### config.mk
export PLATFORM = sky130hd
export DESIGN_NAME = hwacc_tcdm_port_arbiter
export DESIGN_NICKNAME = d
export VERILOG_FILES = /design/src/rtl/hwacc_tcdm_port_arbiter.sv
export SDC_FILE = /design/constraint.sdc
export NUM_CORES = 1
export LEC_CHECK = 0
export CAP_MARGIN = 15
export CORE_AREA = 2 2 506 508
export CTS_CLUSTER_SIZE = 12
export DETAILED_ROUTE_END_ITERATION = 8
export DIE_AREA = 0 0 508 510
export PLACE_DENSITY_LB_ADDON = 0.15
export SYNTH_ARGS = -nofsm -noshare
export SYNTH_HDL_FRONTEND = slang
export SYNTH_SLANG_ARGS = --single-unit
### constraint.sdc
create_clock -name clk_i -period 4.6 [get_ports clk_i]
set_input_delay 0.92 -clock clk_i [delete_from_list [all_inputs] [get_ports clk_i]]
set_output_delay 0.92 -clock clk_i [all_outputs]
set_load 0.02 [all_outputs]
### src/rtl/hwacc_tcdm_port_arbiter.sv
// hwacc_tcdm_port_arbiter
// Shares N_HWACC accelerators, each with N_PORTS TCDM master ports, onto
// N_PORTS shared cluster TCDM ports. Shared port p is arbitrated among port p
// of every accelerator, either round-robin or by a single static owner, and
// the one-cycle-latency response is steered back to whoever won the grant.

module hwacc_tcdm_port_arbiter #(
    parameter int N_HWACC = 3,
    parameter int N_PORTS = 3,
    parameter int AW      = 32,
    parameter int DW      = 32,
    parameter int CNT_W   = 16,
    localparam int BW     = DW / 8,
    localparam int SW     = (N_HWACC > 1) ? $clog2(N_HWACC) : 1
) (
    input  logic                           clk_i,
    input  logic                           rst_i,

    input  logic                           cfg_mode_i,
    input  logic [SW-1:0]                  cfg_sel_i,
    input  logic [N_HWACC-1:0]             cfg_en_i,

    input  logic [N_HWACC*N_PORTS-1:0]     acc_req_i,
    output logic [N_HWACC*N_PORTS-1:0]     acc_gnt_o,
    input  logic [N_HWACC*N_PORTS*AW-1:0]  acc_add_i,
    input  logic [N_HWACC*N_PORTS-1:0]     acc_wen_i,
    input  logic [N_HWACC*N_PORTS*BW-1:0]  acc_be_i,
    input  logic [N_HWACC*N_PORTS*DW-1:0]  acc_data_i,
    output logic [N_HWACC*N_PORTS*DW-1:0]  acc_r_data_o,
    output logic [N_HWACC*N_PORTS-1:0]     acc_r_valid_o,

    output logic [N_PORTS-1:0]             tcdm_req_o,
    input  logic [N_PORTS-1:0]             tcdm_gnt_i,
    output logic [N_PORTS*AW-1:0]          tcdm_add_o,
    output logic [N_PORTS-1:0]             tcdm_wen_o,
    output logic [N_PORTS*BW-1:0]          tcdm_be_o,
    output logic [N_PORTS*DW-1:0]          tcdm_data_o,
    input  logic [N_PORTS*DW-1:0]          tcdm_r_data_i,
    input  logic [N_PORTS-1:0]             tcdm_r_valid_i,

    output logic [N_HWACC*CNT_W-1:0]       stall_cnt_o,
    output logic                           err_o
);

    localparam logic [CNT_W-1:0] CNT_MAX = '1;

    // Configuration shadow: the arbiter only ever looks at these copies
    logic                 cfgMode_q, cfgMode_d;
    logic [SW-1:0]        cfgSel_q, cfgSel_d;
    logic [N_HWACC-1:0]   cfgEn_q, cfgEn_d;

    // Per shared port arbitration and response tracking state
    logic [SW-1:0]        rrPtr_q [N_PORTS];
    logic [SW-1:0]        rrPtr_d [N_PORTS];
    logic [SW-1:0]        owner_q [N_PORTS];
    logic [SW-1:0]        owner_d [N_PORTS];
    logic [N_PORTS-1:0]   pending_q, pending_d;

    // Per accelerator stall counters and the sticky error flag
    logic [CNT_W-1:0]     stallCnt_q [N_HWACC];
    logic [CNT_W-1:0]     stallCnt_d [N_HWACC];
    logic                 err_q, err_d;

    // Combinational arbitration results
    logic [N_HWACC-1:0]   eligible [N_PORTS];
    logic [SW-1:0]        winner   [N_PORTS];
    logic [N_PORTS-1:0]   anyReq;
    logic [N_PORTS-1:0]   grant;
    logic [N_HWACC-1:0]   stallHit;
    logic                 cfgIdle;

    // Pointer advance that wraps at N_HWACC rather than at 2**SW
    function automatic logic [SW-1:0] incWrap(input logic [SW-1:0] v);
        if (int'(v) >= N_HWACC - 1) begin
            return '0;
        end
        return v + 1'b1;
    endfunction

    // Work out which accelerators may compete on each shared port this cycle
    always_comb begin
        for (int p = 0; p < N_PORTS; p++) begin
            eligible[p] = '0;
            for (int a = 0; a < N_HWACC; a++) begin
                eligible[p][a] = acc_req_i[a*N_PORTS+p] & cfgEn_q[a] &
                                 (~cfgMode_q | (cfgSel_q == SW'(a)));
            end
        end
    end

    // Round-robin search starting at each port's pointer; in static mode only
    // the owner is eligible, so the same search simply finds it
    always_comb begin
        int cand;
        cand = 0;
        for (int p = 0; p < N_PORTS; p++) begin
            winner[p] = '0;
            anyReq[p] = 1'b0;
            for (int i = 0; i < N_HWACC; i++) begin
                cand = (int'(rrPtr_q[p]) + i) % N_HWACC;
                if (!anyReq[p] && eligible[p][cand]) begin
                    winner[p] = SW'(cand);
                    anyReq[p] = 1'b1;
                end
            end
        end
    end

    assign grant      = anyReq & tcdm_gnt_i;
    assign tcdm_req_o = anyReq;

    // Forward the winner's request fields to the shared port and hand the
    // shared grant back to the winner only
    always_comb begin
        tcdm_add_o  = '0;
        tcdm_wen_o  = '0;
        tcdm_be_o   = '0;
        tcdm_data_o = '0;
        acc_gnt_o   = '0;
        for (int p = 0; p < N_PORTS; p++) begin
            for (int a = 0; a < N_HWACC; a++) begin
                if (anyReq[p] && (winner[p] == SW'(a))) begin
                    tcdm_add_o[p*AW +: AW]  = acc_add_i[(a*N_PORTS+p)*AW +: AW];
                    tcdm_wen_o[p]           = acc_wen_i[a*N_PORTS+p];
                    tcdm_be_o[p*BW +: BW]   = acc_be_i[(a*N_PORTS+p)*BW +: BW];
                    tcdm_data_o[p*DW +: DW] = acc_data_i[(a*N_PORTS+p)*DW +: DW];
                    acc_gnt_o[a*N_PORTS+p]  = tcdm_gnt_i[p];
                end
            end
        end
    end

    // Steer each shared response to the accelerator granted one cycle earlier
    always_comb begin
        acc_r_valid_o = '0;
        acc_r_data_o  = '0;
        for (int p = 0; p < N_PORTS; p++) begin
            for (int a = 0; a < N_HWACC; a++) begin
                if (pending_q[p] && (owner_q[p] == SW'(a))) begin
                    acc_r_valid_o[a*N_PORTS+p]       = tcdm_r_valid_i[p];
                    acc_r_data_o[(a*N_PORTS+p)*DW +: DW] = tcdm_r_data_i[p*DW +: DW];
                end
            end
        end
    end

    // An enabled accelerator stalls when any of its requests went ungranted
    always_comb begin
        stallHit = '0;
        for (int a = 0; a < N_HWACC; a++) begin
            stallHit[a] = cfgEn_q[a] &
                          (|(acc_req_i[a*N_PORTS +: N_PORTS] &
                             ~acc_gnt_o[a*N_PORTS +: N_PORTS]));
        end
    end

    // Config may only change when no transaction is granted or in flight
    assign cfgIdle = ~(|pending_q) & ~(|grant);

    // Next-state logic for all registered state
    always_comb begin
        cfgMode_d = cfgMode_q;
        cfgSel_d  = cfgSel_q;
        cfgEn_d   = cfgEn_q;
        if (cfgIdle) begin
            cfgMode_d = cfg_mode_i;
            cfgSel_d  = cfg_sel_i;
            cfgEn_d   = cfg_en_i;
        end

        pending_d = grant;
        for (int p = 0; p < N_PORTS; p++) begin
            rrPtr_d[p] = rrPtr_q[p];
            owner_d[p] = owner_q[p];
            if (grant[p]) begin
                rrPtr_d[p] = incWrap(winner[p]);
                owner_d[p] = winner[p];
            end
        end

        for (int a = 0; a < N_HWACC; a++) begin
            stallCnt_d[a] = stallCnt_q[a];
            if (stallHit[a] && (stallCnt_q[a] != CNT_MAX)) begin
                stallCnt_d[a] = stallCnt_q[a] + 1'b1;
            end
        end

        err_d = err_q | (|(tcdm_r_valid_i & ~pending_q));
    end

    // Config shadow register
    always_ff @(posedge clk_i or posedge rst_i) begin
        if (rst_i) begin
            cfgMode_q <= 1'b0;
            cfgSel_q  <= '0;
            cfgEn_q   <= '0;
        end else begin
            cfgMode_q <= cfgMode_d;
            cfgSel_q  <= cfgSel_d;
            cfgEn_q   <= cfgEn_d;
        end
    end

    // Round-robin pointers, response owners and pending flags
    always_ff @(posedge clk_i or posedge rst_i) begin
        if (rst_i) begin
            pending_q <= '0;
            for (int p = 0; p < N_PORTS; p++) begin
                rrPtr_q[p] <= '0;
                owner_q[p] <= '0;
            end
        end else begin
            pending_q <= pending_d;
            for (int p = 0; p < N_PORTS; p++) begin
                rrPtr_q[p] <= rrPtr_d[p];
                owner_q[p] <= owner_d[p];
            end
        end
    end

    // Saturating stall counters
    always_ff @(posedge clk_i or posedge rst_i) begin
        if (rst_i) begin
            for (int a = 0; a < N_HWACC; a++) begin
                stallCnt_q[a] <= '0;
            end
        end else begin
            for (int a = 0; a < N_HWACC; a++) begin
                stallCnt_q[a] <= stallCnt_d[a];
            end
        end
    end

    // Sticky flag for responses that nobody was waiting for
    always_ff @(posedge clk_i or posedge rst_i) begin
        if (rst_i) begin
            err_q <= 1'b0;
        end else begin
            err_q <= err_d;
        end
    end

    // Flatten the counters onto the output bus
    always_comb begin
        stall_cnt_o = '0;
        for (int a = 0; a < N_HWACC; a++) begin
            stall_cnt_o[a*CNT_W +: CNT_W] = stallCnt_q[a];
        end
    end

    assign err_o = err_q;

endmodule
==> results.md, run 1 <==
- Maximum vdd ir drop: 405 uV
- Final cycle utilization of the critical path: 98.6%
- Count of mapped cells out of synthesis: 1628
- First-pass iteration count of the detailed router: 8
- Share of power burned in the clock network: 3.0%
- Run status: completed
- Ranking of synthesized cells by area: sky130_fd_sc_hd__and2_1 (18%), sky130_fd_sc_hd__dfrtp_1 (17%), sky130_fd_sc_hd__nand2_1 (8.8%)
- Power Dens Cells: 817 nW/um^2
- Standard-cell row count: 185
- Static Leakage: 12.1 nW
- Area growth from synthesis to layout: 208%
- Detailed Route WL: 169000 um
- Endpoint type of the worst setup path: output pin
- Number of antenna violations at the first check in global routing: 91
- Total setup violations reported at the end of the flow: 0
- HPWL reported at the end of detailed placement: 149000 um
- Maximum fanout along the worst path: 17
- I/O pins: 1305
- Area post-placement: 30400 sq um
- Number of synthesized flops with an enable pin: 0
- Number of levels the H-tree was split into: 3
- Core Footprint: 253000 sq um
- Number of global-route vias before repair: 19300
- Power share of the combinational group: 92.7%
- Element type at the critical path start: input pin
- Post-synthesis area per instance: 6.40 sq um
- Top FF cell, synth: sky130_fd_sc_hd__dfrtp_1
- Share of power burned in registers: 4.2%
- Worst R2R End: stall_cnt_o[1]$_DFFE_PP0P_
- Cells after DPL: 6426
- Final net count: 3872
- Worst slew margin: 42.0%
- Max-slew violation count: 0
- Launch point of the worst reg-to-reg path: cfgEn_q[2]$_DFFE_PP0P_
- Final critical delay including setup and external delays: 4540 ps
- Final count of hold timing violations: 0
- Drt drc: 0
- Worst hold path class: flip-flop to flip-flop
- Yosys warns: 0
- Vias per cell: 2.89
- TritonCTS clock tree: built
- Transition time at the pin with the least slew margin: 870 ps
- Number of cells on the worst reg-to-reg path: 10
- Switch share: 52.8%
- Total routing usage reported by global routing: 12.0%
- Area share of the largest cell type after synthesis: 18.2%
- Routability congestion estimate from global placement: 0.849
- Remaining global-route overflow: 0
- Avg WL per Cell: 26.0 um
- Total die area: 259000 sq um
- Die height: 510 um
- Largest net degree at the start of global routing: 71
- Critical Path AT: 3620 ps
- Die X-Extent: 508 um
- Buffer levels on the longest clock path: 2
- Required arrival time at the worst endpoint: 3680 ps
- Largest clock skew in the final design: 4.58 ps
- Fmax: 220 MHz
- Effective utilization at floorplan: 4.11%
- Post-route non-filler standard cell count: 6511
- Post-synthesis register bit count: 70
- Yosys cell types: 73
- Hold buffer count at CTS: 0
- End point of the critical path: tcdm_data_o[30]
- Clock tree sinks: 70
- R2R Setup Slk: 1270 ps
- Proportion of synthesized chip area in sequential cells: 16.8%
- Startpoint of the worst setup timing path: acc_req_i[3]
- Internal: 12.4 mW
- Worst Path Class, Setup: input pin to output pin
- Vias after detailed routing: 18800
- Post-Syn Nets: 2380
- Post-synthesis instance area: 10400 sq um
- CTS root buf: sky130_fd_sc_hd__clkbuf_16
- Share of cells above drive strength 1: 18.5%
- Biggest area consumer among synthesized cells: sky130_fd_sc_hd__and2_1
- Total clock buffers created by CTS: 9
- Count of input and output buffers: 1304
- Clock latency at the later pin of the worst-skew pair: 350 ps
- First DRT Iteration DRCs: 765
- Final instance area: 32100 sq um
- Async set-or-reset flop fraction in the synthesized netlist: 100%
- Switching power: 13.8 mW
- First-pass GRT wire length: 206000 um
- DRT antenna net count: 0
- Max_cap viols: 0
- Clk slew on worst S/H paths: 60 ps
-- Yosys cell counts (all sizes together), types with 2 or more instances --
cell type	number
dfrtp	70
nand2	244
a21oi	88
buf	20
o21a	3
nand4	19
and2	303
o221a	3
a211o	3
nor4b	2
and3	88
o21ai	144
nand2b	5
a31oi	73
inv	23
xnor2	29
a22oi	69
mux2	10
o211ai	2
nor2	94
ha	12
nor3	14
or3	5
or2	3
and3b	4
a41o	3
nor3b	8
nand3	100
a21o	11
o21bai	2
nor4	2
and4	2
o311ai	2
nor2b	4
a211oi	5
xor2	15
clkbuf	124
-- worst max-delay path: stages --
cell and delay (ps):
sky130_fd_sc_hd__dlygate4sd2_1 280, sky130_fd_sc_hd__nand2_2 110, sky130_fd_sc_hd__a21o_1 190, sky130_fd_sc_hd__o221a_1 260
sky130_fd_sc_hd__or2_4 270, sky130_fd_sc_hd__buf_4 150, sky130_fd_sc_hd__a21oi_4 170, sky130_fd_sc_hd__buf_12 150
sky130_fd_sc_hd__bufbuf_16 310, sky130_fd_sc_hd__nor2_1 60, sky130_fd_sc_hd__a31oi_1 390, sky130_fd_sc_hd__buf_4 210
sky130_fd_sc_hd__buf_12 110
-- final cells by class --
cell class                      instances  area [sq um]
Fill cell                           29300        221000
Timing Repair Buffer                 1625         17100
Multi-Input combinational cell       1391          8580
Tap cell                             3366          4210
Sequential cell                        70          1750
Clock buffer                           10           239
Inverter                               23          86.3
Clock inverter                          5          83.8
Antenna cell                           21          52.6
-- layer usage --
metal / track usage (%) / wire length [um] / share of wire (%)
met5: 0 / 333 / 0.20
met4: 2.52 / 4290 / 2.5
met3: 3.92 / 13600 / 8.0
met2: 22.1 / 85700 / 51
met1: 13.3 / 65100 / 39
-- layout by cell type (no fill, tap or decap), types with 11 or more instances in the layout --
master / instances
sky130_fd_sc_hd__o21ai_2: 14
sky130_fd_sc_hd__nor2_1: 89
sky130_fd_sc_hd__a21o_1: 11
sky130_fd_sc_hd__and2_1: 303
sky130_fd_sc_hd__a31oi_1: 53
sky130_fd_sc_hd__inv_1: 22
sky130_fd_sc_hd__buf_4: 292
sky130_fd_sc_hd__nand4_1: 18
sky130_fd_sc_hd__nand3_1: 96
sky130_fd_sc_hd__dlymetal6s2s_1: 16
sky130_fd_sc_hd__a22oi_1: 65
sky130_fd_sc_hd__clkbuf_16: 14
sky130_fd_sc_hd__dfrtp_1: 70
sky130_fd_sc_hd__buf_12: 127
sky130_fd_sc_hd__diode_2: 21
sky130_fd_sc_hd__o21ai_0: 50
sky130_fd_sc_hd__clkdlybuf4s50_1: 1092
sky130_fd_sc_hd__dlygate4sd2_1: 57
sky130_fd_sc_hd__nor3_1: 12
sky130_fd_sc_hd__buf_6: 17
sky130_fd_sc_hd__o21ai_1: 78
sky130_fd_sc_hd__and3_1: 87
sky130_fd_sc_hd__xnor2_1: 29
sky130_fd_sc_hd__xor2_1: 15
sky130_fd_sc_hd__a31oi_2: 13
sky130_fd_sc_hd__a21oi_1: 75
sky130_fd_sc_hd__nand2_1: 237
-- worst min path at each step --
stage	start	end	cells past startpoint
6_report	err_o$_DFF_PP0_	err_o$_DFF_PP0_	2
5_1_grt	err_o$_DFF_PP0_	err_o$_DFF_PP0_	2
4_1_cts	stall_cnt_o[15]$_DFFE_PP0P_	stall_cnt_o[15]$_DFFE_PP0P_	1
3_5_place_dp	stall_cnt_o[11]$_DFFE_PP0P_	stall_cnt_o[11]$_DFFE_PP0P_	1
3_3_place_gp	err_o$_DFF_PP0_	err_o$_DFF_PP0_	2
2_1_floorplan	rrPtr_q[0]$_DFFE_PP0P_	rrPtr_q[0]$_DFFE_PP0P_	1
-- flip-flops by register name, indices dropped and copies added, names as in the netlist --
name / cells
err_o: 1
cfgEn_q: 3
stall_cnt_o: 48
pending_q: 3
cfgMode_q: 1
owner_q: 6
cfgSel_q: 2
rrPtr_q: 6
-- cells by family after synthesis --
group,after synthesis,synth area share (%)
AND/OR/NAND/NOR,901,45.4
AO/OA/AOI/OAI,423,25.2
buffers and inverters,167,6.30
flip-flops,70,16.8
XOR/XNOR,44,3.70
adder cells (fa/ha/maj),12,1.44
multiplexers,11,1.18
-- power groups by stage --
stage,sequential (mW),clock (mW),combinational (mW)
4_1_cts,1.12,0.826,24.6
2_1_floorplan,1.13,0,7.62
5_1_grt,1.15,0.849,25.9
3_5_place_dp,1.12,0,23.8
3_3_place_gp,1.12,0,23.9
6_report,1.11,0.791,24.3
-- stage by stage --
stage               util [%]  hold slack, ps  setup WS [ps]  total power, mW  setup TNS [ps]
floorplan                  -             479            730             8.74               0
global placement        12.0             480           -499             25.0          -36030
detailed placement      12.0             478           -501             24.9          -32590
CTS                     12.4             500          -18.2             26.5           -26.1
global route            12.6             519          -16.5             27.9            -157
finish                  12.7             499           64.0             26.2               0
-- repair_timing --
action,CTS,global route
buffers inserted,16,23
pin swaps,8,17
gates resized for setup,146,69
setup endpoints to repair,179,109
cloned,5,6
Note: power is estimated with default switching activity, not from simulation.
==> inputs of run 2 (changes only) <==
--- a/config.mk
+++ b/config.mk
@@ -5,7 +5,6 @@
 export SDC_FILE = /design/constraint.sdc
 export NUM_CORES = 1
 export LEC_CHECK = 0
-export CAP_MARGIN = 15
 export CORE_AREA = 2 2 506 508
 export CTS_CLUSTER_SIZE = 12
 export DETAILED_ROUTE_END_ITERATION = 8
==> results of run 2 <==
Same layout as run 1: the final DEF is identical, and so are final timing and power.
==> inputs of run 3 (changes only) <==
--- a/config.mk
+++ b/config.mk
@@ -9,7 +9,9 @@
 export CTS_CLUSTER_SIZE = 12
 export DETAILED_ROUTE_END_ITERATION = 8
 export DIE_AREA = 0 0 508 510
+export GPL_ROUTABILITY_DRIVEN = 0
 export PLACE_DENSITY_LB_ADDON = 0.15
+export SLEW_MARGIN = 20
 export SYNTH_ARGS = -nofsm -noshare
 export SYNTH_HDL_FRONTEND = slang
 export SYNTH_SLANG_ARGS = --single-unit
==> results of run 3 <==
Same layout as run 1: the final DEF is identical, and so are final timing and power.
